$ cat config.mk
export PLATFORM = sky130hd
export DESIGN_NAME = challenge_issuer
export DESIGN_NICKNAME = d
export VERILOG_FILES = /design/src/rtl/challenge_issuer.sv
export SDC_FILE = /design/constraint.sdc
export NUM_CORES = 1
export LEC_CHECK = 0
export BUFFER_PORTS_ARGS = -buffer_cell sky130_fd_sc_hd__buf_4
export CORE_MARGIN = 2
export CORE_UTILIZATION = 55
export CTS_BUF_LIST = sky130_fd_sc_hd__clkbuf_4 sky130_fd_sc_hd__clkbuf_8 sky130_fd_sc_hd__clkbuf_16
export CTS_CLUSTER_SIZE = 14
export DETAILED_ROUTE_END_ITERATION = 12
export GPL_TIMING_DRIVEN = 0
export HOLD_SLACK_MARGIN = 0.1
export PLACE_DENSITY = 0.9
export RECOVER_POWER = 25
export SKIP_CTS_REPAIR_TIMING = 1
export SYNTH_ARGS = -nofsm -noshare
export SYNTH_HDL_FRONTEND = slang
export SYNTH_SLANG_ARGS = --single-unit
$ cat constraint.sdc
create_clock -name clk -period 2.5 [get_ports clk]
set_input_delay 0.125 -clock clk [delete_from_list [all_inputs] [get_ports clk]]
set_output_delay 0.125 -clock clk [all_outputs]
set_load 0.02 [all_outputs]
$ cat src/rtl/challenge_issuer.sv
// challenge_issuer: steps the LFSR, sends a 16-bit challenge over a byte
// stream and checks the two-byte response against challenge ^ KEY.
module challenge_issuer #(
  parameter logic [15:0] KEY            = 16'h5A5A,
  parameter int          ADVANCE_STEPS  = 1,
  parameter int          TIMEOUT_CYCLES = 12_000_000
) (
  input  logic        clk,
  input  logic        rst,
  input  logic        start,
  input  logic [15:0] lfsr_random,
  output logic        lfsr_enable,
  output logic [7:0]  tx_data,
  output logic        tx_valid,
  input  logic        tx_ready,
  input  logic [7:0]  rx_data,
  input  logic        rx_valid,
  output logic [15:0] challenge,
  output logic        busy,
  output logic        pass,
  output logic        fail,
  output logic        auth_ok
);

  localparam int SW = (ADVANCE_STEPS > 1) ? $clog2(ADVANCE_STEPS) : 1;
  localparam int TW = $clog2(TIMEOUT_CYCLES + 1);
  localparam logic [SW-1:0] STEP_LAST = SW'(ADVANCE_STEPS - 1);
  localparam logic [TW-1:0] TMO_LAST = TW'(TIMEOUT_CYCLES - 1);

  typedef enum logic [2:0] {
    IDLE, ADVANCE, CAPTURE, SEND_HI,
    SEND_LO, WAIT_HI, WAIT_LO, CHECK
  } state_t;

  state_t state, state_n;

  logic [SW-1:0] step_cnt;
  logic [TW-1:0] tmo_cnt;
  logic [7:0]    resp_hi;
  logic          in_wait;
  logic          xfer;
  logic          rx_ok;
  logic          tmo_hit;
  logic          resp_ok;

  logic [15:0] chal_n;
  logic [7:0]  tx_data_n;
  logic        en_n;
  logic        txv_n;
  logic        busy_n;
  logic        pass_n;
  logic        fail_n;
  logic        auth_n;

  assign in_wait = (state == WAIT_HI) || (state == WAIT_LO);
  assign xfer    = tx_valid && tx_ready;
  // a byte counts only while the counter is still inside the budget
  assign rx_ok   = rx_valid && (tmo_cnt <= TMO_LAST);
  assign tmo_hit = tmo_cnt >= TMO_LAST;
  assign resp_ok = ({resp_hi, rx_data} == (challenge ^ KEY));

  always_ff @(posedge clk) begin
    if (rst) state <= IDLE;
    else     state <= state_n;
  end

  always_comb begin
    state_n = state;
    unique case (state)
      IDLE:    if (start) state_n = ADVANCE;
      ADVANCE: if (step_cnt == '0) state_n = CAPTURE;
      CAPTURE: state_n = (lfsr_random == 16'h0) ? ADVANCE : SEND_HI;
      SEND_HI: if (xfer) state_n = SEND_LO;
      SEND_LO: if (xfer) state_n = WAIT_HI;
      WAIT_HI: begin
        if (rx_ok)        state_n = WAIT_LO;
        else if (tmo_hit) state_n = IDLE;
      end
      WAIT_LO: begin
        if (rx_ok)        state_n = CHECK;
        else if (tmo_hit) state_n = IDLE;
      end
      CHECK:   state_n = IDLE;
      default: state_n = IDLE;
    endcase
  end

  always_comb begin
    chal_n = (state == CAPTURE) ? lfsr_random : challenge;
    en_n   = (state_n == ADVANCE);
    txv_n  = (state_n == SEND_HI) || (state_n == SEND_LO);
    busy_n = (state_n != IDLE);
    pass_n = (state == WAIT_LO) && rx_ok && resp_ok;
    fail_n = ((state == WAIT_LO) && rx_ok && !resp_ok) ||
             (in_wait && !rx_ok && tmo_hit);
    tx_data_n = tx_data;
    unique case (1'b1)
      (state_n == SEND_HI): tx_data_n = chal_n[15:8];
      (state_n == SEND_LO): tx_data_n = chal_n[7:0];
      default:              tx_data_n = tx_data;
    endcase
    auth_n = auth_ok;
    if ((state == IDLE) && start) auth_n = 1'b0;
    if (pass_n) auth_n = 1'b1;
    if (fail_n) auth_n = 1'b0;
  end

  always_ff @(posedge clk) begin
    if (rst) begin
      lfsr_enable <= 1'b0;
      tx_valid    <= 1'b0;
      tx_data     <= 8'h0;
      challenge   <= 16'h0;
      busy        <= 1'b0;
      pass        <= 1'b0;
      fail        <= 1'b0;
      auth_ok     <= 1'b0;
      step_cnt    <= '0;
      tmo_cnt     <= '0;
      resp_hi     <= 8'h0;
    end else begin
      lfsr_enable <= en_n;
      tx_valid    <= txv_n;
      tx_data     <= tx_data_n;
      challenge   <= chal_n;
      busy        <= busy_n;
      pass        <= pass_n;
      fail        <= fail_n;
      auth_ok     <= auth_n;
      if ((state_n == ADVANCE) && (state != ADVANCE))
        step_cnt <= STEP_LAST;
      else if ((state == ADVANCE) && (step_cnt != '0))
        step_cnt <= step_cnt - SW'(1);
      tmo_cnt <= in_wait ? tmo_cnt + TW'(1) : '0;
      if ((state == WAIT_HI) && rx_valid)
        resp_hi <= rx_data;
    end
  end

endmodule

# Word level (Yosys, flattened, before mapping)
# Index checks and enable logic that the tools add are counted.
word_totals:
  ff_bits: 66
  output_inout_bits: 30
  in_bits: 29
classes:
  add_sub_neg: 2
  muxes: 13
  n_eq_ne: 12
  n_reduce_logical: 24
  bitwise_logic: 2
  order_cmp: 2
op_table:
  columns: ["op", "n"]
  rows:
  - ["$add A24 B1 Y24 const B", 1]
  - ["$ge A24 B24 Y1 const B", 1]
  - ["$le A24 B24 Y1 const B", 1]
  - ["$pmux W3 S8", 1]
  - ["$mux W3", 7]
  - ["$eq A16 B16 Y1", 1]
  - ["$logic_not A16 Y1", 1]
  - ["$mux W16", 1]
  - ["$pmux W8 S2", 1]
  - ["$eq A3 B3 Y1 const B", 5]
  - ["$logic_and A1 B1 Y1", 11]
  - ["$eq A3 B2 Y1 const B", 3]
  - ["$not A8 Y8", 1]
  - ["$eq A3 B1 Y1 const B", 2]
  - ["$reduce_or A2 Y1", 3]
  - ["$reduce_bool A2 Y1", 2]
  - ["$logic_not A3 Y1", 1]
  - ["$logic_or A1 B1 Y1", 3]
  - ["$ne A3 B1 Y1 const B", 1]
  - ["$reduce_bool A3 Y1", 1]
  - ["$logic_not A1 Y1", 2]
  - ["$mux W1", 2]
  - ["$mux W2", 1]
  - ["$not A1 Y1", 1]
  - ["$sub A1 B1 Y1 const B", 1]

# Depth between registers and ports, before layout
logic_depth:
  word_depth: 7
  ltp_mapped: 10

# Worst setup path before layout
# OpenSTA, ideal clock, no wires.
synth_timing:
  path_kind: "reg2reg"
  startpoint: "register tmo_cnt[10]"
  endpoint: "register tx_data[6]"
  period_less_slack_ns: 2.313
  path_slack_ns: 0.187
  setup_time_ns: 0.122
  stages_incl_launch_ff: 9
  arrival_time_ns: 2.191
  path_buffers: 1
  cell_sequence: "dfxtp_1 -> or4b_1 -> nor4_2 -> o2111a_1 -> a2111oi_1 -> a211o_1 -> o21a_1 -> buf_6 -> a221o_1"
synth_between:
  elab_chain_cells: 6
  elab_cells_between_ends: 11
  cone_classes: "order compare: 2; eq/ne: 2; mux: 5; reduce/logical: 2"
synth_lines:
  columns: ["element", "line_no", "source"]
  rows:
  - ["start: declaration", "38", "logic [TW-1:0] tmo_cnt;"]
  - ["start signal: assignment", "134", "tmo_cnt <= in_wait ? tmo_cnt + TW'(1) : '0;"]
  - ["$ge A24 B24 Y1 or $le A24 B24 Y1 (tied branches)", "59, 58", null]
  - ["$mux W3 or $logic_and A1 B1 Y1 (tied branches)", "77, 81, 58", null]
  - ["$mux W3 (on tied branches)", "80, 76", null]
  - ["$pmux W3 S8 *", "69", "unique case (state)"]
  - ["$eq A3 B3 Y1 or $eq A3 B2 Y1 (tied branches)", "99, 98", null]
  - ["$pmux W8 S2 or $reduce_bool A2 Y1 (tied branches)", null, null]
  - ["end signal: assignment", "124", "tx_data <= tx_data_n;"]
  - ["end: declaration", "13", "output logic [7:0] tx_data,"]
# Mark *: on every way between the ends. The rest lies on a longest branch, timed or not.
# A chain may end at the register's enable or synchronous reset.

# Worst setup path after layout
# Ends and elaborated chain as after synthesis.

==> flow_metrics.env <==
export IMPL_startpoint="tmo_cnt[10]"
export IMPL_track_usage=0.2570
export IMPL_fmax_ghz=0.3938
export IMPL_cts_sinks=66
export IMPL_path_class="reg -> reg"
export IMPL_wl_um=9220
export IMPL_grt_pass1_wl_um=12430
export IMPL_ys_seq_elements=66
export IMPL_fin_crit_ns=2.540
export IMPL_clk_latency_ns=0.35
export IMPL_power_density_mw_per_mm2=677.3
export IMPL_max_slew_margin_rel=0.6146
export IMPL_cp_required_ns=2.73
export IMPL_cts_buffers=9
export IMPL_synth_top_family_by_area="simple AND/OR/NAND/NOR gates"
export IMPL_synth_area_leaders="dfxtp_1, nand2_1, xor2_1, xnor2_1, a21oi_1"
export IMPL_p_total_mw=2.646
export IMPL_cts_max_level=3
export IMPL_postLayoutCoreUtil=0.7138
export IMPL_hold_path_class="in -> reg"
export IMPL_setup_viol=8
export IMPL_r2r_slack_ns=-0.04
export IMPL_yosysSeqAreaShare=0.4281
export IMPL_crit_chain="or4b_4, nor4_4, o2111a_1, a2111oi_1, a211o_1, o21a_1, buf_6, a221o_1"
export IMPL_final_hold_violation_count=0
export IMPL_drt_iter0_markers=216
export IMPL_yosysUniqueCellTypes=39
export IMPL_rsz0062_at_grt="yes"
export IMPL_antenna_found_initial=0
export IMPL_post_place_ws_ns=-0.04069
export IMPL_start_kind="register"
export IMPL_max_stage_delay_ns=0.55
export IMPL_area_growth_syn_to_layout_pct=26.55
export IMPL_drc_errors=0
export IMPL_reg2regPathDepth=8
export IMPL_skew_ns=0.01650
export IMPL_synth_area_mux_share=0
export IMPL_grt_overflow_total=0
export IMPL_critical_path_buf_inv_count=1
export IMPL_avgViaCountPerCell=5.673
export IMPL_initial_core_util=0.5640
export IMPL_synth_area_per_cell_um2=8.017
export IMPL_cp_slowest_cell="or4b_4"
export IMPL_synth_warnings=0
export IMPL_arrival_ns=2.77
export IMPL_fin_tns_setup_ns=-0.1850
export IMPL_syn_num_nets=415
export IMPL_violations="negative setup slack"
export IMPL_synth_simple_area_share=0.2874
export IMPL_io_pins=59
export IMPL_synth_cell_area_mm2=0.003087
export IMPL_cp_depth=8
export IMPL_portBuffers=58
export IMPL_clockBufferDepth=2
export IMPL_synthCells=385
export IMPL_tritoncts="done"
export IMPL_synth_top_area_frac=0.4281
export IMPL_peakVddDrop_uv=550.3
export IMPL_worstPathMaxFanout=9
export IMPL_maxCapViolCount=0
export IMPL_crit_path_end="tx_data[6]"
export IMPL_crit_family="compound AO/OA/AOI/OAI gates"
export IMPL_drtPass1Iterations=5
export IMPL_synth_adder_area_share=0.004054
export IMPL_die_h_um=78.92
export IMPL_diodes=0
export IMPL_gp_congestion=0.9809
export IMPL_dieArea_mm2=0.006228
export IMPL_rr_startpoint="tmo_cnt[10]"
export IMPL_fin_ws_ns=-0.03965
export IMPL_tightest_slew_ns=0.5749
export IMPL_outcome="complete, but fails checks"
export IMPL_drive_above_1_share=0.1471
export IMPL_path_clk_slew_ns=0.07
export IMPL_detailed_place_hpwl_um=5932
export IMPL_synth_compound_area_frac=0.1415
export IMPL_fill_cells=417
export IMPL_fp_dieW_um=78.92
export IMPL_endpoint_kind="register"
export IMPL_layout_nets=501
export IMPL_num_rows=27
export IMPL_finalCritPeriodShare=1.016
export IMPL_grt_pass1_vias=2746
export IMPL_coreArea_mm2=0.005473
export IMPL_final_antenna_net_count=0
export IMPL_synth_xor_area_frac=0.1050
export IMPL_yosysTopAreaCell="dfxtp_1"
export IMPL_wl_per_cell_um=16.82
export IMPL_grt_max_degree=11
export IMPL_p_leak_nw=1.400
export IMPL_r2r_end="tx_data[6]"
export IMPL_vias=3109
export IMPL_cts_root_buf="clkbuf_8"
export IMPL_slew_violations=0
layer usage:
layer  GRT usage  routed length [um]  vias up
li1            -                   -     1481
met2      0.4410                4684      123
met4      0.1207                 393        0
met1      0.3012                3615     1467
met5           0                   0        -
met3     0.06477                 527       38
sequential cells by signal, indices dropped and copies added (netlist names), 3 cells and up:
register   cells
tx_data        8
tmo_cnt       24
challenge     16
state          3
resp_hi        8
placed cells by master, fill, tap and decap left out, drive strengths merged, types with 4 or more instances in the layout:
cell / count
a21oi: 30
a221o: 8
nand3: 11
and3: 5
xnor2: 18
dfxtp: 66
xor2: 19
nand2: 71
o21ai: 16
nand4: 5
clkbuf: 48
buf: 42
nor2: 39
inv: 6
nor3: 9
nor4: 10
dlygate4sd3: 17
nor2b: 15
or2: 4
nand2b: 12
per-stage QoR:
step	cell area, um2	hold WS, ns	std cells
2_1_floorplan	3087	0.2610	385
3_3_place_gp	3612	0.3870	515
3_5_place_dp	3612	0.3979	515
4_1_cts	3787	0.03389	531
5_1_grt	3906	0.1079	548
6_report	3906	0.07767	548
cell type report:
| cell class | count | area, um2 | area share |
|---|---|---|---|
| well taps | 72 | 90.09 | 0.02306 |
| multi-input cells | 294 | 1685 | 0.4315 |
| flip-flops and latches | 66 | 1328 | 0.3398 |
| clock buffers | 13 | 160.2 | 0.04100 |
| clock inverters | 3 | 15.01 | 0.003844 |
| inverters | 6 | 22.52 | 0.005766 |
| plain buffers | 19 | 82.58 | 0.02114 |
| repair buffers | 75 | 523.0 | 0.1339 |
cell usage after synthesis:
cell       count
nand2_1       71
o41a_1         1
buf_2          3
nor2_1        39
and3_1         5
inv_1          6
clkbuf_1      13
a31oi_1        3
xnor2_1       18
a221oi_1       1
nand2b_1      12
nor3_2         1
nor4_2         1
nand3_1       11
o21ai_0       16
a211o_1        1
dfxtp_1       66
xor2_1        19
ha_1           1
o21ba_2        1
a41o_1         1
a211oi_1       3
buf_6          1
or3_1          2
nand3b_1       1
nor2b_1       15
a221o_1        8
nor4_1         9
nand4_1        5
a2111oi_1      1
nor3b_1        1
o2111a_1       1
a21oi_1       30
or2_2          4
o21a_1         2
or4b_1         1
nor3_1         8
and2_1         1
buf_1          2
logic make-up after synthesis:
| group | Yosys count |
|---|---|
| AND/OR/NAND/NOR | 187 |
| XOR/XNOR | 37 |
| AO/OA/AOI/OAI | 69 |
| flip-flops | 66 |
| adder cells (fa/ha/maj) | 1 |
| buffers and inverters | 25 |
worst min-delay path by stage:
stage | cells after the start | slack (ns) | endpoint | from
after floorplan | 2 | 0.26 | resp_hi[0] | rx_data[0]
after global placement | 3 | 0.39 | resp_hi[3] | rx_data[3]
after detailed placement | 3 | 0.40 | resp_hi[4] | rx_data[4]
after CTS | 3 | 0.03 | resp_hi[0] | rx_data[0]
after global routing | 3 | 0.11 | challenge[11] | lfsr_random[11]
final | 3 | 0.08 | challenge[14] | lfsr_random[14]
worst min-delay path, stage by stage:
cell and delay, ns:
buf_4 0.12, nand2_1 0.05, a21oi_1 0.06
where the power goes:
part	internal (mW)	switching [mW]	total [mW]	leakage, nW
Clock	0.416	0.406	0.822	0.0974
Combinational	0.242	0.408	0.650	0.767
Sequential	1.12	0.0550	1.17	0.536
Total	1.78	0.869	2.65	1.40
(Power assumes the default switching activity.)
